===== config.mk =====
export PLATFORM = sky130hd
export DESIGN_NAME = resonator_tone_generator_flat
export DESIGN_NICKNAME = d
export VERILOG_FILES = /design/src/rtl/dsp_pkg.sv /design/src/rtl/resonator_tone_generator_if.sv /design/src/rtl/sample_rate_timebase.sv /design/src/rtl/resonator_tone_generator.sv /design/src/flat_wrapper.sv
export SDC_FILE = /design/constraint.sdc
export NUM_CORES = 1
export LEC_CHECK = 0
export ABC_CLOCK_PERIOD_IN_PS = 11600
export BUFFER_PORTS_ARGS = -buffer_cell sky130_fd_sc_hd__buf_2
export CORE_AREA = 2 2 172 174
export DETAILED_ROUTE_END_ITERATION = 10
export DIE_AREA = 0 0 174 176
export PLACE_DENSITY_LB_ADDON = 0.08
export SLEW_MARGIN = 30
export SYNTH_ARGS = -nofsm -noshare
export SYNTH_HDL_FRONTEND = slang
export SYNTH_SLANG_ARGS = --single-unit

===== constraint.sdc =====
create_clock -name clk -period 11.6 [get_ports clk]
set_clock_uncertainty 0.1 [all_clocks]
set_input_delay 0.58 -clock clk [delete_from_list [all_inputs] [get_ports clk]]
set_output_delay 0.58 -clock clk [all_outputs]
set_load 0.05 [all_outputs]

===== src/rtl/dsp_pkg.sv =====
// Shared fixed-point constants, saturation bounds and the oscillator state type
// used by the tone generator and the resonator filter.
package dsp_pkg;

  localparam int SYSTEM_FREQUENCY = 50_000_000;

  localparam int Q88_W     = 16;
  localparam int Q88_FRAC  = 8;
  localparam int Q214_W    = 16;
  localparam int Q214_FRAC = 14;

  localparam logic signed [Q88_W-1:0] SAT_MAX = 16'sh7FFF;
  localparam logic signed [Q88_W-1:0] SAT_MIN = 16'sh8000;

  typedef enum logic [1:0] {
    IDLE = 2'd0,
    LOAD = 2'd1,
    RUN  = 2'd2
  } osc_state_t;

endpackage


===== src/rtl/resonator_tone_generator_if.sv =====
// Control and sample-stream bundle between a controller (master) and the tone generator (slave).
interface resonator_tone_generator_if;
   import dsp_pkg::*;

   logic                start;
   logic                stop;
   logic [Q214_W-1:0]   coef;
   logic [Q88_W-1:0]    init_y1;
   logic [Q88_W-1:0]    init_y2;
   logic [Q88_W-1:0]    q;
   logic                q_valid;
   logic                q_ready;
   logic                busy;
   logic                sat;
   logic                overrun;

   // Sample stream: q is transferred on any cycle where q_valid & q_ready are both
   // high; while q_valid & !q_ready, q is held unless a newer sample replaces it.
   modport master (
      output start, stop, coef, init_y1, init_y2, q_ready,
      input  q, q_valid, busy, sat, overrun
   );

   modport slave (
      input  start, stop, coef, init_y1, init_y2, q_ready,
      output q, q_valid, busy, sat, overrun
   );

endinterface


===== src/rtl/sample_rate_timebase.sv =====
// Free-running 0..CLOCK_TICKS-1 counter with synchronous clear; tick marks the last count.
module sample_rate_timebase #(
   parameter int CLOCK_TICKS = 100_000
) (
   input  logic clk,
   input  logic reset_n,
   input  logic clear,
   input  logic enable,
   output logic tick
);

   localparam int             CW   = (CLOCK_TICKS > 1) ? $clog2(CLOCK_TICKS) : 1;
   localparam logic [CW-1:0]  LAST = CW'(CLOCK_TICKS - 1);

   logic [CW-1:0] count;

   always_ff @(posedge clk or negedge reset_n) begin
      if (!reset_n) begin
         count <= '0;
      end else if (clear) begin
         count <= '0;
      end else if (enable) begin
         count <= (count == LAST) ? '0 : count + CW'(1);
      end
   end

   assign tick = enable & ~clear & (count == LAST);

endmodule


===== src/rtl/resonator_tone_generator.sv =====
// Recursive sine oscillator y[n] = c*y[n-1] - y[n-2] producing one saturated Q8.8
// sample per sampling tick on a valid/ready stream that never back-pressures the oscillator.
module resonator_tone_generator
   import dsp_pkg::*;
#(
   parameter int SYSTEM_FREQUENCY   = dsp_pkg::SYSTEM_FREQUENCY,
   parameter int SAMPLING_FREQUENCY = 500,
   parameter int DATA_WIDTH         = 16,
   parameter int COEF_FRAC          = 14
) (
   input  logic                        clk,
   input  logic                        reset_n,
   resonator_tone_generator_if.slave   bus,
   output osc_state_t                  dbg_state
);

   localparam int CLOCK_TICKS = SYSTEM_FREQUENCY / SAMPLING_FREQUENCY;
   localparam int PW          = 2 * DATA_WIDTH;
   localparam int SW          = DATA_WIDTH + 3;

   osc_state_t                    state;
   logic                          busy;
   logic signed [DATA_WIDTH-1:0]  c_reg;
   logic signed [DATA_WIDTH-1:0]  y1;
   logic signed [DATA_WIDTH-1:0]  y2;
   logic signed [DATA_WIDTH-1:0]  q;
   logic                          q_valid;
   logic                          sat;
   logic                          overrun;

   logic                          tick;
   logic                          tick_eff;
   logic signed [PW-1:0]          p;
   logic signed [SW-1:0]          s;
   logic signed [DATA_WIDTH-1:0]  y_new;
   logic                          clip;

   sample_rate_timebase #(
      .CLOCK_TICKS (CLOCK_TICKS)
   ) u_timebase (
      .clk     (clk),
      .reset_n (reset_n),
      .clear   (state != RUN),
      .enable  (state == RUN),
      .tick    (tick)
   );

   // A stop landing on a tick wins, so no sample is produced on the way out.
   assign tick_eff = tick & ~bus.stop;

   always_comb begin
      p     = c_reg * y1;
      s     = SW'(p >>> COEF_FRAC) - $signed({{3{y2[DATA_WIDTH-1]}}, y2});
      clip  = 1'b0;
      y_new = s[DATA_WIDTH-1:0];
      if (s > $signed(SW'(SAT_MAX))) begin
         y_new = SAT_MAX;
         clip  = 1'b1;
      end else if (s < $signed(SW'(SAT_MIN))) begin
         y_new = SAT_MIN;
         clip  = 1'b1;
      end
   end

   always_ff @(posedge clk or negedge reset_n) begin
      if (!reset_n) begin
         state <= IDLE;
         busy  <= 1'b0;
      end else begin
         case (state)
            IDLE: if (bus.start) begin
               state <= LOAD;
               busy  <= 1'b1;
            end
            LOAD: begin
               state <= RUN;
               busy  <= 1'b1;
            end
            RUN: if (bus.stop) begin
               state <= IDLE;
               busy  <= 1'b0;
            end
            default: begin
               state <= IDLE;
               busy  <= 1'b0;
            end
         endcase
      end
   end

   always_ff @(posedge clk or negedge reset_n) begin
      if (!reset_n) begin
         c_reg   <= '0;
         y1      <= '0;
         y2      <= '0;
         q       <= '0;
         q_valid <= 1'b0;
         sat     <= 1'b0;
         overrun <= 1'b0;
      end else begin
         if (state == LOAD) begin
            c_reg   <= bus.coef;
            y1      <= bus.init_y1;
            y2      <= bus.init_y2;
            sat     <= 1'b0;
            overrun <= 1'b0;
         end else if (tick_eff) begin
            y2 <= y1;
            y1 <= y_new;
            if (clip) sat <= 1'b1;
         end

         // Ticks only occur in RUN, so this never collides with the LOAD clears.
         if (tick_eff) begin
            q       <= y_new;
            q_valid <= 1'b1;
            if (q_valid && !bus.q_ready) overrun <= 1'b1;
         end else if (q_valid && bus.q_ready) begin
            q_valid <= 1'b0;
         end
      end
   end

   assign bus.q       = q;
   assign bus.q_valid = q_valid;
   assign bus.busy    = busy;
   assign bus.sat     = sat;
   assign bus.overrun = overrun;
   assign dbg_state   = state;

endmodule

===== src/flat_wrapper.sv =====
// flat-port wrapper written by rule: the top's interface ports become plain ports
module resonator_tone_generator_flat import dsp_pkg::*;
#(
   parameter int SYSTEM_FREQUENCY   = dsp_pkg::SYSTEM_FREQUENCY,
   parameter int SAMPLING_FREQUENCY = 500,
   parameter int DATA_WIDTH         = 16,
   parameter int COEF_FRAC          = 14
)
  (clk, reset_n, dbg_state, bus_start, bus_stop, bus_coef, bus_init_y1, bus_init_y2, bus_q_ready, bus_q, bus_q_valid, bus_busy, bus_sat, bus_overrun);
  resonator_tone_generator_if bus_i ();
  input  logic clk;
  input  logic reset_n;
  output osc_state_t dbg_state;
  input wire logic [$bits(bus_i.start)-1:0] bus_start;
  input wire logic [$bits(bus_i.stop)-1:0] bus_stop;
  input wire logic [$bits(bus_i.coef)-1:0] bus_coef;
  input wire logic [$bits(bus_i.init_y1)-1:0] bus_init_y1;
  input wire logic [$bits(bus_i.init_y2)-1:0] bus_init_y2;
  input wire logic [$bits(bus_i.q_ready)-1:0] bus_q_ready;
  output wire logic [$bits(bus_i.q)-1:0] bus_q;
  output wire logic [$bits(bus_i.q_valid)-1:0] bus_q_valid;
  output wire logic [$bits(bus_i.busy)-1:0] bus_busy;
  output wire logic [$bits(bus_i.sat)-1:0] bus_sat;
  output wire logic [$bits(bus_i.overrun)-1:0] bus_overrun;
  assign bus_i.start = bus_start;
  assign bus_i.stop = bus_stop;
  assign bus_i.coef = bus_coef;
  assign bus_i.init_y1 = bus_init_y1;
  assign bus_i.init_y2 = bus_init_y2;
  assign bus_i.q_ready = bus_q_ready;
  assign bus_q = bus_i.q;
  assign bus_q_valid = bus_i.q_valid;
  assign bus_busy = bus_i.busy;
  assign bus_sat = bus_i.sat;
  assign bus_overrun = bus_i.overrun;
  resonator_tone_generator #(.SYSTEM_FREQUENCY(SYSTEM_FREQUENCY), .SAMPLING_FREQUENCY(SAMPLING_FREQUENCY), .DATA_WIDTH(DATA_WIDTH), .COEF_FRAC(COEF_FRAC)) u_core (.clk(clk), .reset_n(reset_n), .bus(bus_i), .dbg_state(dbg_state));
endmodule

==> metrics.log, run 1 <==
INFO  metric synth.most_common_cell = sky130_fd_sc_hd__inv_1
INFO  metric number_of_global_route_vias_before_repair = 11,121
INFO  metric ys_types = 58
INFO  metric layout_min_cycle_time = 9387 ps
INFO  metric worst-setup-path-type = reg2reg
INFO  metric floorplan.io_pins = 75
INFO  metric final_layout_size_suffix_gt1_frac = 0.07522
INFO  metric synth-seq-area-share = 0.1533
INFO  metric synth_seq_cells = 87
INFO  metric worst_skew_pair.late_latency = 360 ps
INFO  metric layout_worst_path_cycle_share = 0.8092
INFO  metric cp.buffers_inverters = 5
INFO  metric row_count = 62
INFO  metric slack_of_the_worst_reg_to_reg_path = 2210 ps
INFO  metric hold_viol_final = 0
INFO  metric coreArea = 28,550 µm²
INFO  metric tns_setup = 0 ps
INFO  metric routed.top_layer = met4
INFO  metric maximum_number_of_pins_on_one_net_before_global_route_repair = 67
INFO  metric largest_register = u_core.u_timebase.count
INFO  metric cell_depth_of_the_worst_min_delay_path = 3
INFO  metric placement.cell_area = 14,900 µm²
INFO  metric floorplan.die_area = 30,620 µm²
INFO  metric cts.reportedPaths.clkPinSlew = 80 ps
INFO  metric reg2regPathDepth = 30
INFO  metric run_status = complete, no violations
INFO  metric postSynth.asyncResetShare = 1.000
INFO  metric ctsHtreeMaxLevel = 3
INFO  metric layout.core_utilization = 0.5346
INFO  metric hold_path.class = in2reg
INFO  metric path_depth = 30
INFO  metric postRouteWirelength = 35.24 mm
INFO  metric report.final.slew_viol_count = 0
INFO  metric synth.top_cells.by_area = sky130_fd_sc_hd__fa_1, sky130_fd_sc_hd__dfrtp_1, sky130_fd_sc_hd__ha_1, sky130_fd_sc_hd__inv_1, sky130_fd_sc_hd__nand2_1
INFO  metric dr_wl_met2 = 17.90 mm
INFO  metric final.fill_count = 2,737
INFO  metric gr_overflow_total = 0
INFO  metric cp-end-kind = register
INFO  metric drc_errors = 0
INFO  metric initial_core_utilization = 0.4975
INFO  metric routed-wl-met3 = 1.045 mm
INFO  metric critical_path_required = 11,730 ps
INFO  metric via_per_inst = 5.181
INFO  metric route.layer.met1.wl = 15.86 mm
INFO  metric die_height = 176 µm
INFO  metric synth_fp_nets = 1,996
INFO  metric area.growth.synth_to_final = 7.462%
INFO  metric grt_antenna_before_repair = 0
INFO  metric final-setup-viol-count = 0
INFO  metric finish.net_count = 2,030
INFO  metric avgRoutedWirePerCell = 17.57 µm
INFO  metric cts.sink_count = 87
INFO  metric gp_congestion = 0.8658
INFO  metric ctsRootBufferMaster = sky130_fd_sc_hd__clkbuf_16
INFO  metric synthesis.instances = 1,583
INFO  metric largest_fanout_on_the_critical_path = 27
INFO  metric dr.first_iter.drc_count = 486
INFO  metric post_synth.cell_area_avg = 8.972 µm²
INFO  metric mapped_area = 14,200 µm²
INFO  metric detail_route.first_pass.iterations = 5
INFO  metric rsz0062_at_grt = false
INFO  metric timing.critical_path.mode_cell = sky130_fd_sc_hd__fa_1
INFO  metric drv.max_cap_violation_count = 0
INFO  metric synth_top_flop_cell = sky130_fd_sc_hd__dfrtp_1
INFO  metric vias = 10,394
INFO  metric critical-path-slowest-cell = sky130_fd_sc_hd__fa_1
INFO  metric grt_pass1_wl = 59.69 mm
INFO  metric synth.cells.most_frequent = sky130_fd_sc_hd__inv_1, sky130_fd_sc_hd__fa_1, sky130_fd_sc_hd__nand2_1, sky130_fd_sc_hd__and2_1, sky130_fd_sc_hd__ha_1
INFO  metric setup.worst_path.start_class = register
INFO  metric cts_max_path_buffers = 2
INFO  metric gr-usage-all-layers = 0.2480
INFO  metric timing.slew.headroom = 0.3554
INFO  metric fp.dieW = 174 µm
INFO  metric timing.critical_path.slowest_cell_delay = 780 ps
INFO  metric crit_family = adder cells
INFO  metric number_of_buffers_created_by_cts = 9
INFO  metric area_leader_netlist = sky130_fd_sc_hd__fa_1
INFO  metric yosysWarningCount = 0
INFO  metric synth_edf_count = 0
INFO  metric final_design_area_no_fill = 15,260 µm²
INFO  metric largest_reg_flops = 17
INFO  metric fmaxAchievable = 106.5 MHz
INFO  metric cp_data_arrival_time = 9520 ps
INFO  metric max_slew.worst_pin.slew = 964.9 ps
INFO  metric detailedPlacementHpwl = 27.88 mm
INFO  metric num_antenna_cells = 0
INFO  metric port_buffers = 74
INFO  metric proportion_of_netlist_area_held_by_the_largest_area_contributor = 0.3693
INFO  metric route.antenna.remaining_nets = 0
INFO  metric cts_tree = built
## layer usage
layer,GRT usage,vias up
met5,0,-
met4,0.03746,0
met1,0.3504,5296
li1,-,4891
met2,0.4278,182
met3,0.02261,25
## timing repair
action | in CTS | in global routing
resized for setup | 0 | 0
hold endpoints to repair | 21 | 0
setup buffers | 0 | 0
hold buffers | 1 | 0
## path summary, 6_finish.rpt
path / start / to
max: u_core.y1[1] / u_core.y1[1]
min: bus_coef[14] / u_core.c_reg[14]
max reg2reg: u_core.y1[1] / u_core.y1[1]
min reg2reg: u_core.bus.overrun / u_core.bus.overrun
max in group asynchronous: reset_n / u_core.c_reg[13]
min in group asynchronous: reset_n / u_core.bus.q[2]
## layout make-up
type / instances / area (µm²) / share of cell area
Clock inverter: 7 / 96.34 / 0.006313
Clock buffer: 9 / 225.2 / 0.01476
Inverter: 320 / 1201 / 0.07870
Sequential cell: 87 / 2177 / 0.1426
Multi-Input combinational cell: 1110 / 10570 / 0.6928
Tap cell: 384 / 480.5 / 0.03148
Timing Repair Buffer: 89 / 508.0 / 0.03328
## worst min-delay path: stages
cell                      delay, ps
sky130_fd_sc_hd__buf_2           80
sky130_fd_sc_hd__nand2_1         40
sky130_fd_sc_hd__nand2_1         40
## kinds of logic after synthesis
family	count (synthesis)	synth area share
flops	87	0.1533
compound gates	141	0.06757
buf+inv	386	0.1033
mux	2	0.001674
xor+xnor	53	0.03268
fa+ha+maj	360	0.4556
simple gates	554	0.1858
## through the flow
step / hold slack, ps / setup slack [ps] / cells
detailed placement: 377.0 / 2220 / 1988
global placement: 366.0 / 2461 / 1988
global route: 311.2 / 1537 / 2006
floorplan: 184.4 / 3339 / 1583
CTS: 296.9 / 2186 / 2005
finish: 307.7 / 2213 / 2006
## cells in the final DEF, fill, tap and decap left out, types with 37 or more instances in the layout
cell / Yosys / final
sky130_fd_sc_hd__dfrtp_1: 87 / 87
sky130_fd_sc_hd__nand2_1: 260 / 260
sky130_fd_sc_hd__and2_1: 123 / 123
sky130_fd_sc_hd__ha_1: 98 / 98
sky130_fd_sc_hd__nor2_1: 58 / 58
sky130_fd_sc_hd__a21oi_1: 41 / 41
sky130_fd_sc_hd__inv_1: 320 / 320
sky130_fd_sc_hd__fa_1: 262 / 262
sky130_fd_sc_hd__xnor2_1: 37 / 37
sky130_fd_sc_hd__buf_2: 0 / 73
sky130_fd_sc_hd__nand3_1: 42 / 42
Power of run 1 is not shown: default switching activity piles up to over one toggle a cycle in this logic, so the estimate is an artifact.
==> inputs of run 2 (changes only) <==
ABC_CLOCK_PERIOD_IN_PS = 9800   (was 11600)
clock period = 9.8 ns   (was 11.6 ns; I/O delays follow)
==> run 2 against run 1 <==
Cell count up 0.50%; register-to-register slack worse by 1600 ps; utilization up 0.21 points; global-route usage up 0.53 points; highest routed layer unchanged; non-clock buffer count up 10; critical endpoint unchanged; die area unchanged.
==> metrics.log, run 2 (synthesis gave the netlist of run 1 again) <==
INFO  metric run_status = complete, no violations
INFO  metric worst_skew_pair.late_latency = 350 ps
INFO  metric num_antenna_cells = 0
INFO  metric ctsRootBufferMaster = sky130_fd_sc_hd__clkbuf_16
INFO  metric gr-usage-all-layers = 0.2533
INFO  metric avgRoutedWirePerCell = 18.04 µm
INFO  metric coreArea = 28,550 µm²
INFO  metric final_layout_size_suffix_gt1_frac = 0.08088
INFO  metric layout_worst_path_cycle_share = 0.9324
INFO  metric maximum_number_of_pins_on_one_net_before_global_route_repair = 66
INFO  metric cp_data_arrival_time = 9270 ps
INFO  metric grt_pass1_wl = 59.89 mm
INFO  metric finish.net_count = 2,040
INFO  metric largest_fanout_on_the_critical_path = 20
INFO  metric placement.cell_area = 14,990 µm²
INFO  metric via_per_inst = 5.170
INFO  metric row_count = 62
INFO  metric final-setup-viol-count = 0
INFO  metric fmaxAchievable = 109.4 MHz
INFO  metric area.growth.synth_to_final = 7.876%
INFO  metric cts_max_path_buffers = 2
INFO  metric route.antenna.remaining_nets = 0
INFO  metric detailedPlacementHpwl = 29.21 mm
INFO  metric crit_family = adder cells
INFO  metric cp.buffers_inverters = 5
INFO  metric cts.reportedPaths.clkPinSlew = 70 ps
INFO  metric gp_congestion = 0.8354
INFO  metric cts.sink_count = 87
INFO  metric rsz0062_at_grt = false
INFO  metric setup.worst_path.start_class = register
INFO  metric timing.critical_path.mode_cell = sky130_fd_sc_hd__fa_1
INFO  metric drc_errors = 0
INFO  metric cp-end-kind = register
INFO  metric final_common_cell = sky130_fd_sc_hd__inv_1
INFO  metric tns_setup = 0 ps
INFO  metric vias = 10,423
INFO  metric number_of_buffers_created_by_cts = 9
INFO  metric largest_register = u_core.u_timebase.count
INFO  metric initial_core_utilization = 0.4975
INFO  metric hold_viol_final = 0
INFO  metric timing.slew.headroom = 0.3276
INFO  metric port_buffers = 74
INFO  metric gr_overflow_total = 0
INFO  metric timing.critical_path.slowest_cell_delay = 790 ps
INFO  metric number_of_global_route_vias_before_repair = 11,040
INFO  metric detail_route.first_pass.iterations = 5
INFO  metric hold_path.class = in2reg
INFO  metric cts_setup_buffers = 0
INFO  metric critical_path_required = 9930 ps
INFO  metric postRouteWirelength = 36.36 mm
INFO  metric layout_min_cycle_time = 9137 ps
INFO  metric floorplan.die_area = 30,620 µm²
INFO  metric die_height = 176 µm
INFO  metric max_slew.worst_pin.slew = 1005 ps
INFO  metric floorplan.io_pins = 75
INFO  metric grt_antenna_before_repair = 0
INFO  metric largest_reg_flops = 17
INFO  metric critical-path-slowest-cell = sky130_fd_sc_hd__fa_1
INFO  metric drv.max_cap_violation_count = 0
INFO  metric cts_tree = built
INFO  metric report.final.slew_viol_count = 0
INFO  metric ctsHtreeMaxLevel = 3
INFO  metric dr.first_iter.drc_count = 610
INFO  metric fp.dieW = 174 µm
INFO  metric final_cell_mix = sky130_fd_sc_hd__inv_1, sky130_fd_sc_hd__fa_1, sky130_fd_sc_hd__nand2_1, sky130_fd_sc_hd__and2_1, sky130_fd_sc_hd__ha_1
INFO  metric worst-setup-path-type = reg2reg
INFO  metric final_design_area_no_fill = 15,320 µm²
[run 2: cell count changes in the layout (fill, tap and decap cells not counted)]
| cell | change |
|---|---|
| sky130_fd_sc_hd__clkbuf_8 | +1 |
| sky130_fd_sc_hd__buf_16 | -1 |
| sky130_fd_sc_hd__inv_8 | -1 |
| sky130_fd_sc_hd__inv_6 | +1 |
| sky130_fd_sc_hd__clkinvlp_4 | -1 |
| sky130_fd_sc_hd__buf_4 | +11 |
[run 2: what timing repair did]
item / 4_1_cts / 5_1_grt
hold buffers: 1 / 0
hold endpoints to repair: 27 / 0
resized for setup: 0 / 0
[run 2: metrics by stage]
stage	utilization	instances	hold WS, ps	worst slack, ps
floorplan	-	1583	94.41	1539
global placement	0.5249	1999	334.2	909.1
detailed placement	0.5249	1999	334.2	686.0
CTS	0.5367	2016	211.2	644.5
global route	0.5367	2016	228.9	89.93
finish	0.5367	2016	224.4	662.7
[run 2: layout make-up]
type,count,area [µm²]
clock inverter,6,86.33
clock buffer,10,239.0
sequential,87,2177
timing repair buffer,99,563.0
tap,384,480.5
fill,2763,13230
multi-input combinational,1110,10570
inverter,320,1201
[run 2: path summary, 6_finish.rpt]
path | from | end | slack [ps] | cells after the start
setup reg to reg | u_core.y1[1] | u_core.y1[1] | 660 | 30
min in group asynchronous | reset_n | u_core.u_timebase.count[5] | 490 | 2
max in group asynchronous | reset_n | u_core.c_reg[0] | 7930 | 3
hold / removal | bus_coef[14] | u_core.c_reg[14] | 220 | 3
hold reg to reg | u_core.bus.busy | u_core.bus.busy | 390 | 2
setup / recovery | u_core.y1[1] | u_core.y1[1] | 660 | 30
[run 2: layer usage]
metal	track usage	wire (µm)	up-vias
li1	-	-	4909
met1	0.3442	16020	5269
met2	0.4379	18150	205
met3	0.03402	1490	40
met4	0.05182	694	0
met5	0	0	-
[run 2: tightest hold or removal path, stage by stage]
cell	delay, ps
sky130_fd_sc_hd__buf_2	80
sky130_fd_sc_hd__nand2_1	40
sky130_fd_sc_hd__nand2_1	40
Power of run 2 is left out for the same reason.
